**src/rtl/mitchell_dot_acc_pkg.sv**
```systemverilog
// Shared types, default widths and saturation limits for the Mitchell dot-product accumulator.
package mitchell_pkg;

  localparam int unsigned PROD_W_DEF = 17;
  localparam int unsigned ACC_W_DEF  = 32;
  localparam int unsigned LEN_W_DEF  = 8;

  typedef enum logic [1:0] {
    IDLE = 2'd0,
    ACC  = 2'd1,
    DONE = 2'd2
  } state_e;

  // Largest / smallest two's-complement value of width w (w <= 64).
  function automatic logic signed [63:0] SAT_MAX(input int unsigned w);
    return (64'sd1 <<< (w - 1)) - 64'sd1;
  endfunction

  function automatic logic signed [63:0] SAT_MIN(input int unsigned w);
    return -(64'sd1 <<< (w - 1));
  endfunction

endpackage

```
**src/rtl/mitchell_dot_acc_if.sv**
```systemverilog
// Product-in / result-out handshake bundle for mitchell_dot_acc.
interface mitchell_dot_acc_if
  import mitchell_pkg::*;
#(
  parameter int unsigned PROD_W = PROD_W_DEF,
  parameter int unsigned ACC_W  = ACC_W_DEF,
  parameter int unsigned LEN_W  = LEN_W_DEF
);
  logic              start;
  logic [LEN_W-1:0]  len;
  logic              prod_valid;
  logic              prod_ready;
  logic [PROD_W-1:0] prod;
  logic              res_valid;
  logic              res_ready;
  logic [ACC_W-1:0]  res;
  logic              res_ovf;
  logic              busy;

  modport master (
    output start, len, prod_valid, prod, res_ready,
    input  prod_ready, res_valid, res, res_ovf, busy
  );

  modport slave (
    input  start, len, prod_valid, prod, res_ready,
    output prod_ready, res_valid, res, res_ovf, busy
  );
endinterface

```
**src/rtl/mitchell_dot_acc_sat_add.sv**
```systemverilog
// Combinational signed saturating adder: ACC_W accumulator plus PROD_W product.
module sat_add
  import mitchell_pkg::*;
#(
  parameter int unsigned ACC_W  = ACC_W_DEF,
  parameter int unsigned PROD_W = PROD_W_DEF
) (
  input  logic signed [ACC_W-1:0]  a,
  input  logic signed [PROD_W-1:0] b,
  output logic signed [ACC_W-1:0]  sum,
  output logic                     ovf
);
  localparam logic signed [ACC_W-1:0] MAX_V = ACC_W'(SAT_MAX(ACC_W));
  localparam logic signed [ACC_W-1:0] MIN_V = ACC_W'(SAT_MIN(ACC_W));

  logic [ACC_W:0] wide;

  always_comb begin
    wide = {a[ACC_W-1], a} + {{(ACC_W + 1 - PROD_W){b[PROD_W-1]}}, b};
    // One guard bit: overflow iff the two top bits disagree; the guard bit is the true sign.
    ovf  = wide[ACC_W] ^ wide[ACC_W-1];
    if (!ovf)
      sum = wide[ACC_W-1:0];
    else if (wide[ACC_W])
      sum = MIN_V;
    else
      sum = MAX_V;
  end
endmodule

```
**src/rtl/mitchell_dot_acc.sv**
```systemverilog
// Accumulates a programmed number of signed approximate products into one saturated result.
module mitchell_dot_acc
  import mitchell_pkg::*;
#(
  parameter int unsigned PROD_W = PROD_W_DEF,
  parameter int unsigned ACC_W  = ACC_W_DEF,
  parameter int unsigned LEN_W  = LEN_W_DEF
) (
  input  logic               clk_i,
  input  logic               rst_ni,
  mitchell_dot_acc_if.slave  bus
);
  state_e                   state;
  logic signed [ACC_W-1:0]  acc;
  logic signed [ACC_W-1:0]  acc_next;
  logic [LEN_W-1:0]         cnt;
  logic                     ovf;
  logic                     add_ovf;
  logic                     beat;

  assign beat = bus.prod_valid && (state == ACC);

  sat_add #(
    .ACC_W  (ACC_W),
    .PROD_W (PROD_W)
  ) u_sat_add (
    .a   (acc),
    .b   (bus.prod),
    .sum (acc_next),
    .ovf (add_ovf)
  );

  always_ff @(posedge clk_i) begin
    if (!rst_ni) begin
      state <= IDLE;
      acc   <= '0;
      cnt   <= '0;
      ovf   <= 1'b0;
    end else begin
      case (state)
        IDLE: begin
          if (bus.start) begin
            acc   <= '0;
            ovf   <= 1'b0;
            cnt   <= bus.len;
            state <= (bus.len == '0) ? DONE : ACC;
          end
        end
        ACC: begin
          if (beat) begin
            acc <= acc_next;
            ovf <= ovf | add_ovf;
            cnt <= cnt - LEN_W'(1);
            if (cnt == LEN_W'(1))
              state <= DONE;
          end
        end
        DONE: begin
          if (bus.res_ready)
            state <= IDLE;
        end
        default: state <= IDLE;
      endcase
    end
  end

  // Outputs decode straight from registered state, so they are glitch-free and zero after reset.
  assign bus.prod_ready = (state == ACC);
  assign bus.res_valid  = (state == DONE);
  assign bus.res        = (state == DONE) ? acc : '0;
  assign bus.res_ovf    = (state == DONE) & ovf;
  assign bus.busy       = (state != IDLE);
endmodule

```
**src/flat_wrapper.sv**
```systemverilog
// flat-port wrapper written by rule: the top's interface ports become plain ports
module mitchell_dot_acc_flat import mitchell_pkg::*;
#(
  parameter int unsigned PROD_W = PROD_W_DEF,
  parameter int unsigned ACC_W  = ACC_W_DEF,
  parameter int unsigned LEN_W  = LEN_W_DEF
)
  (clk_i, rst_ni, bus_start, bus_len, bus_prod_valid, bus_prod, bus_res_ready, bus_prod_ready, bus_res_valid, bus_res, bus_res_ovf, bus_busy);
  mitchell_dot_acc_if #(.PROD_W(PROD_W), .ACC_W(ACC_W), .LEN_W(LEN_W)) bus_i ();
  input  logic clk_i;
  input  logic rst_ni;
  input wire logic [$bits(bus_i.start)-1:0] bus_start;
  input wire logic [$bits(bus_i.len)-1:0] bus_len;
  input wire logic [$bits(bus_i.prod_valid)-1:0] bus_prod_valid;
  input wire logic [$bits(bus_i.prod)-1:0] bus_prod;
  input wire logic [$bits(bus_i.res_ready)-1:0] bus_res_ready;
  output wire logic [$bits(bus_i.prod_ready)-1:0] bus_prod_ready;
  output wire logic [$bits(bus_i.res_valid)-1:0] bus_res_valid;
  output wire logic [$bits(bus_i.res)-1:0] bus_res;
  output wire logic [$bits(bus_i.res_ovf)-1:0] bus_res_ovf;
  output wire logic [$bits(bus_i.busy)-1:0] bus_busy;
  assign bus_i.start = bus_start;
  assign bus_i.len = bus_len;
  assign bus_i.prod_valid = bus_prod_valid;
  assign bus_i.prod = bus_prod;
  assign bus_i.res_ready = bus_res_ready;
  assign bus_prod_ready = bus_i.prod_ready;
  assign bus_res_valid = bus_i.res_valid;
  assign bus_res = bus_i.res;
  assign bus_res_ovf = bus_i.res_ovf;
  assign bus_busy = bus_i.busy;
  mitchell_dot_acc #(.PROD_W(PROD_W), .ACC_W(ACC_W), .LEN_W(LEN_W)) u_core (.clk_i(clk_i), .rst_ni(rst_ni), .bus(bus_i));
endmodule
```
**config.mk**
```make
export PLATFORM = sky130hd
export DESIGN_NAME = mitchell_dot_acc_flat
export DESIGN_NICKNAME = d
export VERILOG_FILES = /design/src/rtl/mitchell_dot_acc_pkg.sv /design/src/rtl/mitchell_dot_acc_if.sv /design/src/rtl/mitchell_dot_acc_sat_add.sv /design/src/rtl/mitchell_dot_acc.sv /design/src/flat_wrapper.sv
export SDC_FILE = /design/constraint.sdc
export NUM_CORES = 1
export LEC_CHECK = 0
export CORE_AREA = 2 2 99 101
export DETAILED_ROUTE_END_ITERATION = 6
export DIE_AREA = 0 0 101 103
export PLACE_DENSITY = 0.7
export SLEW_MARGIN = 20
export SYNTH_ARGS = -nofsm -noshare
export SYNTH_HDL_FRONTEND = slang
export SYNTH_SLANG_ARGS = --single-unit
```
**constraint.sdc**
```tcl
create_clock -name clk_i -period 3.5 [get_ports clk_i]
set_input_delay 0.35 -clock clk_i [delete_from_list [all_inputs] [get_ports clk_i]]
set_output_delay 0.35 -clock clk_i [all_outputs]
set_load 0.1 [all_outputs]
```
==> results.txt, run 1 <==
Status - finished clean
Family with the most delay on the worst path - compound AO/OA/AOI/OAI gates
Vias/cell - 5.61
Synth warnings - 0
Fin. Hold Viols - 0
Slew @ Worst Pin - 975 ps
Crit Path Category - input pin to flop
P per Cell Area - 323 nW/µm²
Final setup viols - 0
Initial antenna violation count - 0
CTS tree - built
Post-synthesis async set-or-reset flop share - 0
Post-CTS Resized - 0
Overflow after GRT - 0
Die area - 10,400 µm²
H-tree levels - 2
Leakage power - 2.01 nW
Syn Inst Count - 528
Mapped Area - 3890 µm²
Clock latency on the worst-skew pair - 310 ps
Post-Route Utilization - 0.498
Slew Limit Fails - 0
Area leader, netlist - dfxtp_1
Hold buffers post-CTS - 0
Period utilization - 0.901
Number of port buffers - 65
Via count - 3,954
Number of flops mapped to enable cells by yosys - 0
Largest stage delay, worst path - 430 ps
# IOs - 66
Site Rows - 36
Top-area cell type share of the netlist area - 0.221
Hold Startpoint - u_core.acc[3]
Worst r2r src - u_core.acc[0]
Placed cells - 697
Fin cells - 705
Starting DRT DRC Count - 226
RR Endpoint - u_core.acc[0]
Cells along the critical path - clkdlybuf4s50_1 -> ha_1 -> fa_1 -> a211oi_1 -> o211ai_1 -> a31oi_2 -> a2bb2oi_2 -> o21ai_0 -> o211ai_1 -> o2111ai_2 -> buf_12 -> o21ai_1
Die width - 101 µm
Syn avg cell area - 7.37 µm²
Top cells by count, synth - nand2_1 (68), nor2_1 (56), a21oi_1 (48)
Worst Hold Endpoint - u_core.acc[3]
Share of cells above drive strength 1 - 0.142
Max Cap Viol - 0
Post-DR wirelength/cell - 14.2 µm
Core Region - 9460 µm²
Seq/Total Area, Yosys - 0.221
Worst reg-to-reg path cell count - 11
Min setup slack post-route - 346 ps
Placer Congestion - 0.887
First-pass GRT wire length - 16.6 mm
Hold Crit Class - flop to flop
Peak Freq - 317 MHz
Cts bufs inserted - 5
Top cells by area, synth - dfxtp_1 (22%), ha_1 (11%), and2_1 (6.6%), nand2_1 (6.6%), a21oi_1 (6.2%)
Worst EP arrival - 3350 ps
#FFs+latches synth - 43
Worst path depth - 12
R2R setup slack - 490 ps
Setup WS pre-CTS - 40.7 ps
Worst path slowest cell - fa_1
Final wirelength - 10.0 mm
Sum Neg Setup Slack - 0 ps
Distinct cells, synth - 59
Reg clk slew, reported paths - 90 ps
All-Layer GR Usage - 0.195
CTS root buf - clkbuf_8
Top-count cell post-synth - nand2_1
Final worst path period need - 3150 ps
CP Max Fanout - 29
Largest net degree at the start of global routing - 34
Nets - 655
Relative slew margins - 0.348
Antenna diode count - 0
DRT Pass-1 Iters - 6
Peak supply drop - 0.283 mV
Fillers - 939
Area grow syn2layout - 21.1%
WP data required - 3690 ps
Setup Fix Bufs, Post-CTS - 0
Starting Density - 0.412
Post-Syn Nets - 593
Crit end category - flop
Clock buffer depth - 2
Die outline height - 103 µm
Hold WS - 469 ps
Top_reg_cell synth - dfxtp_1
Bufs and invs on worst path - 2
Vias in the first global route - 3,601
HPWL after detailed placement - 7.61 mm
RSZ-0062 raised after global routing - false
ANT nets after route - 0
Crit path launch type - input pin
Setup Skew - 6.85 ps
Worst Hold Depth - 2
# clock sinks - 43
DRC - 0
Worst path most repeated cell - o211ai_1
-- how the worst max path moves through the flow --
stage                          startpoint              to  slack (ps)
after floorplan           u_core.state[1]     bus_res[17]         500
after global placement        bus_prod[0]  u_core.acc[22]         110
after detailed placement      bus_prod[0]   u_core.acc[8]          40
after CTS                     bus_prod[0]   u_core.acc[0]         370
after global routing          bus_prod[0]  u_core.acc[11]         140
final                         bus_prod[0]   u_core.acc[0]         350
-- placed cells by master, fill, tap and decap left out, types with 4 or more instances in the layout --
cell type,n
o21ai_0,30
nand3_1,8
a21oi_1,48
o31ai_1,5
a21o_1,11
xor2_1,9
dfxtp_1,43
nand2_1,68
or2_2,4
o21bai_1,5
clkbuf_8,5
o21ai_2,10
nor2_1,56
ha_1,34
o211ai_1,9
xnor2_1,21
and2_1,41
buf_4,50
inv_1,7
a211oi_1,6
clkdlybuf4s50_1,31
nand4_1,8
o21ai_1,20
nor3_1,8
-- tightest hold or removal path, delay by kind of cell (launching register included) --
family | cells | cell delay, ps
flops | 1 | 330
simple gates | 1 | 50
compound gates | 1 | 50
-- layout make-up --
cell class                      count  area (µm²)  area share
Timing Repair Buffer               83         726       0.154
Sequential cell                    43         861       0.183
Tap cell                          114         143      0.0303
Clock buffer                        6        72.6      0.0154
Inverter                            7        26.3     0.00557
Multi-Input combinational cell    450        2870       0.610
Clock inverter                      2        12.5     0.00265
-- flip-flops by register name, indices dropped and copies added, names as in the netlist --
signal and flops:
u_core.acc 32, u_core.cnt 8, u_core.state 2, u_core.ovf 1
-- power breakdown --
group          leakage (nW)  internal (W)  switching [W]
clock network        0.0412      0.000140       0.000188
registers             0.350      0.000528      0.0000367
logic                  1.62      0.000232       0.000398
total                  2.01      0.000899       0.000622
-- kinds of logic (layout without fill, tap and decap cells) --
family                     after synthesis  in the layout  synth area share
AOI/OAI and AO/OA                      173            173             0.294
xor gates and xnor gates                31             31            0.0697
adders and majority gates               35             35             0.114
buffers and inverters                   35             98            0.0434
DFF                                     43             43             0.221
muxes                                    2              2           0.00546
and+or+nand+nor                        209            209             0.252
-- stage by stage --
step / cell area (µm²) / power, W
after floorplan: 3890 / 0.00103
after global placement: 4630 / 0.00119
after detailed placement: 4630 / 0.00120
after CTS: 4710 / 0.00154
after global routing: 4710 / 0.00163
final: 4710 / 0.00152
-- metal layers --
metal,up-vias,share of wire,global-route usage
met3,19,0.050,0.0251
met4,0,0.017,0.0478
li1,2012,-,-
met5,-,0,0
met2,149,0.48,0.351
met1,1774,0.45,0.247
No activity file was read; power rests on OpenSTA's default activity.
==> run 2: changes to the inputs <==
Settings changed: CORE_AREA 2 2 99 101 to 2 2 117 119, DIE_AREA 0 0 101 103 to 0 0 119 121, PLACE_DENSITY 0.7 to 0.55.
==> run 2 against run 1 <==
  * Routed wire length grew 6.4%
  * Clock skew is essentially flat
  * Critical path depth is the same
  * Register-to-register slack gained 50 ps
  * Clock power grew 41%
  * Global-route usage shrank 4.6 points
  * Utilization shrank 13 points
  * Non-clock buffer count grew 1
  * Fmax grew 0.15%
  * Critical endpoint is now u_core.acc[1]
  * Highest routed layer unchanged
==> results.txt, run 2 (same netlist as run 1, synthesis figures left out) <==
Power, Total - 0.00166 W (+9.0%)
# clock sinks - 43 (unchanged)
Regs by FF count - u_core.acc (32), u_core.cnt (8), u_core.state (2)
Fin. Hold Viols - 0 (unchanged)
Placed cells - 760 (+9.0%)
Post-DR wirelength/cell - 13.9 µm (-2.3%)
Initial antenna violation count - 0 (unchanged)
Hold WS - 464 ps (-5.51 ps)
Site Rows - 42 (+17%)
Via count - 3,903 (-1.3%)
Final wirelength - 10.7 mm (+6.4%)
Nets - 656 (+0.15%)
Worst Hold Depth - 2 (unchanged)
Die width - 119 µm (+18%)
ANT nets after route - 0 (unchanged)
All-Layer GR Usage - 0.148 (-0.0465)
CTS tree - built
Largest net degree at the start of global routing - 35 (+2.9%)
Relative slew margins - 0.354 (+0.00543)
Vias/cell - 5.08 (-9.4%)
Fin cells - 768 (+8.9%)
Cts bufs inserted - 5 (unchanged)
Crit path launch type - input pin
WP data required - 3680 ps (about the same)
Share of cells above drive strength 1 - 0.147 (+0.00483)
Clock buffer depth - 2 (unchanged)
Post-CTS Resized - 0 (unchanged)
DRC - 0 (unchanged)
Status - finished clean
Antenna diode count - 0 (unchanged)
HPWL after detailed placement - 8.01 mm (+5.3%)
Area grow syn2layout - 24.6%
Die outline height - 121 µm (+17%)
Setup Skew - 7.14 ps (+0.292 ps)
RSZ-0062 raised after global routing - false
CP Max Fanout - 29 (unchanged)
Setup Fix Bufs, Post-CTS - 0 (unchanged)
Highest-count cells in the layout ignoring fill and taps - nand2_1 (68), nor2_1 (56), buf_4 (52)
Final setup viols - 0 (unchanged)
Slew @ Worst Pin - 966 ps (-8.12 ps)
Max Cap Viol - 0 (unchanged)
Number of port buffers - 65 (unchanged)
Clock latency on the worst-skew pair - 290 ps (-20 ps)
Hold Crit Class - flop to flop
Crit end category - flop
Hold buffers post-CTS - 0 (unchanged)
R2R setup slack - 540 ps (+50 ps)
# IOs - 66 (unchanged)
Fillers - 1,355 (+44%)
Worst EP arrival - 3320 ps (-30 ps)
P per Cell Area - 342 nW/µm² (+5.9%)
Crit Path Category - input pin to flop
Slew Limit Fails - 0 (unchanged)
Overflow after GRT - 0 (unchanged)
Vias in the first global route - 3,724 (+3.4%)
Sum Neg Setup Slack - 0 ps (unchanged)
Peak Freq - 317 MHz (+0.15%)
Worst reg-to-reg path cell count - 11 (unchanged)
Peak supply drop - 0.230 mV (-19%)
H-tree levels - 2 (unchanged)
Period utilization - 0.900 (-0.00132)
Core Region - 13,100 µm² (+38%)
Placer Congestion - 0.856 (-3.5%)
Leakage power - 2.05 nW (+1.9%)
Final worst path period need - 3150 ps (-4.61 ps)
First-pass GRT wire length - 17.6 mm (+5.9%)
DRT Pass-1 Iters - 4 (-2)
CTS root buf - clkbuf_16
Starting DRT DRC Count - 209 (-7.5%)
Reg clk slew, reported paths - 70 ps (-20 ps)
Die area - 14,400 µm² (+38%)
Biggest register - u_core.acc
Starting Density - 0.298 (-0.114)
Number of flip-flops in the largest register - 32 (unchanged)
Most common cell after layout, fill and taps aside - nand2_1
## run 2: path summary, 6_finish.rpt
kind / start / to
hold reg to reg: u_core.acc[10] / u_core.acc[10]
setup / recovery: bus_prod[0] / u_core.acc[1]
setup reg to reg: u_core.acc[0] / u_core.acc[1]
hold / removal: u_core.acc[10] / u_core.acc[10]
## run 2: worst max-delay path: stages
cell	delay, ps
clkdlybuf4s50_1	420
ha_1	240
fa_1	430
a211oi_1	320
o211ai_1	190
a31oi_2	250
a2bb2oi_2	150
o21ai_0	180
o211ai_1	170
o2111ai_2	270
buf_12	240
o21ai_1	100
## run 2: power breakdown
group          total [W]  internal, W  switching [W]  leakage, nW
logic           0.000632     0.000233       0.000399         1.63
clock network   0.000461     0.000261       0.000200       0.0733
registers       0.000565     0.000528      0.0000370        0.350
## run 2: final cells by class
type                    instances  area (µm²)  share of cell area
well taps                     176         220              0.0454
clock buffers                   5         125              0.0258
inverters                       7        26.3             0.00542
multi-input cells             450        2870               0.592
clock inverters                 3        15.0             0.00309
repair buffers                 84         731               0.151
flip-flops and latches         43         861               0.177
## run 2: routing by layer
layer,global-route usage,up-vias,share of wire
met5,0,-,0
met4,0.0342,0,0.0073
li1,-,2012,-
met1,0.190,1803,0.47
met3,0.0263,6,0.047
met2,0.258,82,0.47
## run 2: stage by stage
step	area [µm²]	worst slack [ps]	util
6_report	4850	350	0.371
5_1_grt	4850	45.2	0.371
4_1_cts	4850	310	0.371
3_5_place_dp	4710	15.7	0.360
3_3_place_gp	4710	125	0.360
2_1_floorplan	3890	502	-
